<file path="src/rtl/traffic_pkg.sv">
// Shared encodings for the main/side-road traffic light controller.
// FLASH exists in the state type only when NIGHT_FLASH_EN is defined.
package traffic_pkg;

   localparam int TIMER_W = 8;

   localparam logic [2:0] LIGHT_RED = 3'b100;
   localparam logic [2:0] LIGHT_YEL = 3'b010;
   localparam logic [2:0] LIGHT_GRN = 3'b001;
   localparam logic [2:0] LIGHT_OFF = 3'b000;

`ifdef NIGHT_FLASH_EN
   typedef enum logic [2:0] {
      ALLRED_M,
      MAIN_GREEN,
      MAIN_YELLOW,
      ALLRED_S,
      SIDE_GREEN,
      SIDE_YELLOW,
      FLASH
   } state_t;
`else
   typedef enum logic [2:0] {
      ALLRED_M,
      MAIN_GREEN,
      MAIN_YELLOW,
      ALLRED_S,
      SIDE_GREEN,
      SIDE_YELLOW
   } state_t;
`endif

   typedef logic [TIMER_W-1:0] timer_t;

   // A state lasting 'secs' ticks is entered with the timer at secs-1.
   function automatic timer_t dur_load(input int secs);
      return timer_t'(secs - 1);
   endfunction

endpackage

</file>
<file path="src/rtl/traffic_light_ctrl_n_tick_gen.sv">
// Seconds prescaler: counts 0..CLK_DIV-1 and pulses sec_tick on the last count.
module tick_gen #(
   parameter int CLK_DIV = 100000000
) (
   input  logic clk_in1,
   input  logic rst,
   output logic sec_tick
);

   localparam int CNT_W = (CLK_DIV > 2) ? $clog2(CLK_DIV) : 1;
   localparam logic [CNT_W-1:0] CNT_LAST = CNT_W'(CLK_DIV - 1);

   if (CLK_DIV < 2) begin : g_chk_div
      $error("tick_gen: CLK_DIV must be at least 2");
   end

   logic [CNT_W-1:0] cnt;

   always_ff @(posedge clk_in1 or posedge rst) begin
      if (rst) begin
         cnt <= '0;
      end else if (cnt == CNT_LAST) begin
         cnt <= '0;
      end else begin
         cnt <= cnt + CNT_W'(1);
      end
   end

   assign sec_tick = (cnt == CNT_LAST);

endmodule

</file>
<file path="src/rtl/traffic_light_ctrl_n.sv">
// Main road / N side-road traffic light controller with round-robin side service.
// Optional night flashing mode is compiled in with `define NIGHT_FLASH_EN.
module traffic_light_ctrl_n
   import traffic_pkg::*;
#(
   parameter int N_SIDE     = 2,
   parameter int CLK_DIV    = 100000000,
   parameter int T_MAIN_MIN = 25,
   parameter int T_SIDE_MIN = 5,
   parameter int T_SIDE_MAX = 15,
   parameter int T_YELLOW   = 4,
   parameter int T_ALLRED   = 1
) (
   input  logic                  clk_in1,
   input  logic                  rst,
   input  logic [N_SIDE-1:0]     car_req,
`ifdef NIGHT_FLASH_EN
   input  logic                  night,
`endif
   output logic [2:0]            main_light,
   output logic [3*N_SIDE-1:0]   side_light,
   output logic [7:0]            countdown,
   output logic                  sec_tick
);

   localparam int SEL_W = (N_SIDE > 1) ? $clog2(N_SIDE) : 1;
   localparam logic [SEL_W-1:0] SEL_RST = SEL_W'(N_SIDE - 1);

   localparam timer_t LD_ALLRED   = dur_load(T_ALLRED);
   localparam timer_t LD_MAIN     = dur_load(T_MAIN_MIN);
   localparam timer_t LD_YELLOW   = dur_load(T_YELLOW);
   localparam timer_t LD_SIDE_MAX = dur_load(T_SIDE_MAX);
   localparam timer_t SIDE_EARLY  = timer_t'(T_SIDE_MAX - T_SIDE_MIN);

   if (N_SIDE < 1 || N_SIDE > 8) begin : g_chk_nside
      $error("traffic_light_ctrl_n: N_SIDE must be 1..8");
   end
   if (T_MAIN_MIN < 1 || T_MAIN_MIN > 255 || T_SIDE_MIN < 1 || T_SIDE_MIN > 255 ||
       T_SIDE_MAX < 1 || T_SIDE_MAX > 255 || T_YELLOW < 1 || T_YELLOW > 255 ||
       T_ALLRED < 1 || T_ALLRED > 255) begin : g_chk_times
      $error("traffic_light_ctrl_n: T_* parameters must be 1..255");
   end
   if (T_SIDE_MAX < T_SIDE_MIN) begin : g_chk_side
      $error("traffic_light_ctrl_n: T_SIDE_MAX must be >= T_SIDE_MIN");
   end

   // First pending side strictly after cur, searching upward and wrapping.
   function automatic logic [SEL_W-1:0] rr_next(input logic [N_SIDE-1:0] req,
                                                input logic [SEL_W-1:0]  cur);
      logic [SEL_W-1:0] pick;
      logic             found;
      int               idx;
      pick  = cur;
      found = 1'b0;
      for (int k = 1; k <= N_SIDE; k++) begin
         idx = (int'(cur) + k) % N_SIDE;
         if (!found && req[idx]) begin
            pick  = SEL_W'(idx);
            found = 1'b1;
         end
      end
      return pick;
   endfunction

   logic tick;

   tick_gen #(
      .CLK_DIV (CLK_DIV)
   ) u_tick_gen (
      .clk_in1  (clk_in1),
      .rst      (rst),
      .sec_tick (tick)
   );

   state_t                 state, state_n;
   timer_t                 timer, timer_n;
   logic [N_SIDE-1:0]      pending, pending_n;
   logic [SEL_W-1:0]       sel, sel_n;
   logic [2:0]             main_n;
   logic [3*N_SIDE-1:0]    side_n;
   logic                   expired;
   logic                   enter_side;
`ifdef NIGHT_FLASH_EN
   logic                   flash_ph, flash_n;
`endif

   assign expired = (timer == '0);

   always_ff @(posedge clk_in1 or posedge rst) begin
      if (rst) begin
         state      <= ALLRED_M;
         timer      <= LD_ALLRED;
         pending    <= '0;
         sel        <= SEL_RST;
         main_light <= LIGHT_RED;
         side_light <= {N_SIDE{LIGHT_RED}};
`ifdef NIGHT_FLASH_EN
         flash_ph   <= 1'b0;
`endif
      end else begin
         state      <= state_n;
         timer      <= timer_n;
         pending    <= pending_n;
         sel        <= sel_n;
         main_light <= main_n;
         side_light <= side_n;
`ifdef NIGHT_FLASH_EN
         flash_ph   <= flash_n;
`endif
      end
   end

   always_comb begin
      state_n    = state;
      timer_n    = timer;
      sel_n      = sel;
      pending_n  = pending | car_req;
      enter_side = 1'b0;
`ifdef NIGHT_FLASH_EN
      flash_n    = flash_ph;
`endif

      if (tick) begin
         if (!expired) begin
            timer_n = timer - timer_t'(1);
         end
         unique case (state)
            ALLRED_M: begin
               if (expired) begin
                  state_n = MAIN_GREEN;
                  timer_n = LD_MAIN;
               end
            end
            MAIN_GREEN: begin
               // Timer parks at zero; leave only once someone is waiting.
               if (expired && (pending != '0)) begin
                  state_n = MAIN_YELLOW;
                  timer_n = LD_YELLOW;
                  sel_n   = rr_next(pending, sel);
               end
            end
            MAIN_YELLOW: begin
               if (expired) begin
                  state_n = ALLRED_S;
                  timer_n = LD_ALLRED;
               end
            end
            ALLRED_S: begin
               if (expired) begin
                  state_n    = SIDE_GREEN;
                  timer_n    = LD_SIDE_MAX;
                  enter_side = 1'b1;
               end
            end
            SIDE_GREEN: begin
               if (expired || (!car_req[sel] && (timer <= SIDE_EARLY))) begin
                  state_n = SIDE_YELLOW;
                  timer_n = LD_YELLOW;
               end
            end
            SIDE_YELLOW: begin
               if (expired) begin
                  state_n = ALLRED_M;
                  timer_n = LD_ALLRED;
               end
            end
            default: ;
         endcase
      end

      if (enter_side) begin
         pending_n[sel] = 1'b0;
      end

`ifdef NIGHT_FLASH_EN
      if (night) begin
         state_n   = FLASH;
         timer_n   = '0;
         sel_n     = sel;
         pending_n = '0;
         if (tick) begin
            flash_n = ~flash_ph;
         end
      end else if (state == FLASH) begin
         state_n = ALLRED_M;
         timer_n = LD_ALLRED;
      end
`endif
   end

   // Lights are decoded from the next state so they register alongside it.
   always_comb begin
      main_n = LIGHT_RED;
      side_n = {N_SIDE{LIGHT_RED}};
      unique case (state_n)
         MAIN_GREEN:  main_n = LIGHT_GRN;
         MAIN_YELLOW: main_n = LIGHT_YEL;
         SIDE_GREEN: begin
            for (int i = 0; i < N_SIDE; i++) begin
               if (SEL_W'(i) == sel_n) begin
                  side_n[3*i +: 3] = LIGHT_GRN;
               end
            end
         end
         SIDE_YELLOW: begin
            for (int i = 0; i < N_SIDE; i++) begin
               if (SEL_W'(i) == sel_n) begin
                  side_n[3*i +: 3] = LIGHT_YEL;
               end
            end
         end
`ifdef NIGHT_FLASH_EN
         FLASH: begin
            main_n = flash_n ? LIGHT_YEL : LIGHT_OFF;
            side_n = {N_SIDE{flash_n ? LIGHT_YEL : LIGHT_OFF}};
         end
`endif
         default: ;
      endcase
   end

   assign countdown = timer;
   assign sec_tick  = tick;

endmodule

</file>
<file path="config.mk">
export PLATFORM = sky130hd
export DESIGN_NAME = traffic_light_ctrl_n
export DESIGN_NICKNAME = d
export VERILOG_FILES = /design/src/rtl/traffic_pkg.sv /design/src/rtl/traffic_light_ctrl_n_tick_gen.sv /design/src/rtl/traffic_light_ctrl_n.sv
export SDC_FILE = /design/constraint.sdc
export NUM_CORES = 1
export LEC_CHECK = 0
export CAP_MARGIN = 20
export CELL_PAD_IN_SITES_DETAIL_PLACEMENT = 0
export CELL_PAD_IN_SITES_GLOBAL_PLACEMENT = 1
export CORE_ASPECT_RATIO = 0.9
export CORE_MARGIN = 10
export CORE_UTILIZATION = 38
export CTS_CLUSTER_DIAMETER = 150
export DETAILED_ROUTE_END_ITERATION = 7
export PLACE_DENSITY_LB_ADDON = 0.1
export SLEW_MARGIN = 0
export SYNTH_ARGS = -nofsm -noshare
export SYNTH_HDL_FRONTEND = slang
export SYNTH_SLANG_ARGS = --single-unit
</file>
<file path="constraint.sdc">
create_clock -name clk_in1 -period 2.2 [get_ports clk_in1]
set_input_delay 0.22 -clock clk_in1 [delete_from_list [all_inputs] [get_ports clk_in1]]
set_output_delay 0.22 -clock clk_in1 [all_outputs]
set_load 0.01 [all_outputs]
</file>
==> impl_metrics.tcl <==
set metrics [dict create \
    outcome "finished, violations left" \
    violations "setup timing" \
    max_freq_mhz 447 \
    port_buffers 21 \
    cp_max_fo 4 \
    fin_crit_ns 2.24 \
    ys_async_sr_fraction 1.00 \
    die_x_um 107 \
    cp-end-kind "register" \
    synth_flop_cell "dfrtp_1" \
    yosysUniqueCellTypes 56 \
    ys_seq_area_frac 0.486 \
    startpoint_type "register" \
    grt_max_degree 51 \
    skew_ns 0.0107 \
    slew_headroom 0.605 \
    place.gp.congestion 0.766 \
    fin_ws_ns -0.0392 \
    cts_buffers 5 \
    path_clk_slew_ns 0.10 \
    dp_hpwl_mm 4.48 \
    synth.mux.area_fraction 0.0160 \
    gr-total-overflow 0 \
    r2r_start "u_tick_gen.cnt[19]" \
    antenna-diode-count 0 \
    final_common_cell "buf_4" \
    drc 0 \
    critPathArrivalTime_ns 2.43 \
    synth_edf_count 0 \
    drtPass1Iterations 4 \
    core_um2 6590 \
    clockRootBuffer "clkbuf_8" \
    tritoncts "done" \
    final_cell_mix "buf_4, dfrtp_1, nor2_1" \
    finish.utilization 0.556 \
    routed_via_density 5.06 \
    final_hold_viol_count 0 \
    ir_worst_vdd_mv 0.302 \
    detail-route-antenna-nets 0 \
    synth_compound_area_frac 0.104 \
    hold_class "in -> async" \
    dieArea_um2 10500 \
    setup_viol 4 \
    antenna_found_initial 0 \
    cts_buffer_depth 2 \
    gr-usage-all-layers 0.120 \
    fin_nets 345 \
    syn_area_per_cell_um2 10.3 \
    synthAdderAreaFrac 0.0194 \
    drt_iter0_drc 106 \
    synth_seq_cells 50 \
    floorplan.initialDensity 0.392 \
    tightest_slew_ns 0.587 \
    cts.sinks 50 \
    p_leak_nw 1.58 \
    p_per_area_nw_per_um2 405 \
    drive_above_1_share 0.352 \
    grt_setup_unrepaired "true" \
    path_class "reg -> reg" \
    synth_area_um2 2580 \
    io_pins 22 \
    grt_pass1_wl_mm 10.4 \
    slew_violations 0 \
    yosys_warnings 0 \
    worstPathRequired_ns 2.39 \
    dr_total_vias 2166 \
    syn-num-nets 260 \
    finalSetupTns_ns -0.0870 \
    rows 28 \
    startpoint "u_tick_gen.cnt[19]" \
    grt_pass1_vias 2069 \
    postRouteWirelength_mm 6.14 \
    synth_top_family_by_area "simple AND/OR/NAND/NOR gates" \
    routedWlPerCell_um 14.4 \
    die_h_um 98.2 \
    drv_cap 0 \
    htreeDepth 2 \
    synthSimpleGateAreaFrac 0.263 \
    power.total_mw 1.48 \
    ctsHoldBuffers 0 \
    clkLatencyLatePin_ns 0.30 \
    syn_inst 252 \
    period_share 1.02 \
    synth-xor-area-share 0.0847 \
    area_growth_pct 41.6 \
]
-- routing by layer --
| metal | vias to the layer above | part of all wire | GRT usage |
|---|---|---|---|
| met5 | - | 0 | 0 |
| met2 | 48 | 0.42 | 0.167 |
| met3 | 6 | 0.056 | 0.0302 |
| li1 | 1064 | - | - |
| met1 | 1048 | 0.51 | 0.177 |
| met4 | 0 | 0.0090 | 0.0323 |
-- stage by stage --
stage	cells	setup slack [ns]	cell area [um2]	hold WS, ns
after floorplan	252	-0.0362	2600	0.368
after detailed placement	405	-0.0507	3280	0.453
after global routing	428	-0.133	3660	0.307
after CTS	416	-0.0535	3430	0.280
after global placement	405	0.00218	3280	0.444
final	428	-0.0392	3660	0.269
-- critical path, cell delays in order, from the launching register on --
cell and delay (ns):
dfrtp_1 0.42, nor4b_4 0.35, nand4_4 0.16, or3_4 0.37, or3_4 0.39, nor3_4 0.13, mux2_4 0.31
-- state kept, by name (all words and copies together), names as in the netlist --
register / cells
pending: 2
side_light: 6
u_tick_gen.cnt: 27
state: 3
main_light: 3
sel: 1
countdown: 8
-- what timing repair did --
| action | in CTS | in global routing |
|---|---|---|
| pin swaps | 3 | 15 |
| resized for setup | 11 | 32 |
| endpoints found under the setup margin | 5 | 17 |
| endpoints found under the hold margin | 0 | 0 |
| setup buffers | 3 | 12 |
-- layout make-up --
class / count / area [um2]
clock buffer: 6 / 72.6
timing repair buffer: 85 / 728
tap: 90 / 113
sequential: 50 / 1260
fill: 618 / 2930
clock inverter: 2 / 13.8
inverter: 11 / 43.8
multi-input combinational: 184 / 1430
-- path summary, 6_finish.rpt --
check,slack [ns],cells after the start,end
worst min-delay path,0.27,3,u_tick_gen.cnt[0]
max in group asynchronous,1.66,3,main_light[2]
worst min register to register,0.47,1,u_tick_gen.cnt[6]
worst max register to register,-0.04,6,countdown[7]
min in group clk_in1,0.47,1,u_tick_gen.cnt[6]
worst max-delay path,-0.04,6,countdown[7]
-- synth_stat cells (3+ instances only) --
cell type,instances,area (um2)
nand2_1,19,71.3
nand2b_1,3,18.8
xor2_1,13,114
inv_1,9,33.8
nand3_1,11,55.1
nor2_1,27,101
ha_1,4,50.1
and3_1,7,43.8
and2_1,4,25.0
a21oi_1,3,15.0
xnor2_1,12,105
nand4_1,4,25.0
clkbuf_1,4,15.0
mux2i_1,3,30.0
o21ai_0,12,60.1
dfrtp_1,46,1150
nor3_1,9,45.0
dfstp_2,4,105
nor4_1,7,43.8
nor3b_1,4,30.0
-- where the power goes --
group                 switching, mW  internal, mW  leakage [nW]
Combinational                0.0201       0.00930         0.891
Clock                         0.311         0.225        0.0452
Sequential     0.000000000000000250         0.919         0.639
Total                         0.331          1.15          1.58
-- cells by family after synthesis --
family	after synthesis
AND/OR/NAND/NOR	115
flip-flops	50
AO/OA/AOI/OAI	36
XOR/XNOR	25
buffers and inverters	18
multiplexers	4
adder cells (fa/ha/maj)	4
(Power assumes the default switching activity.)
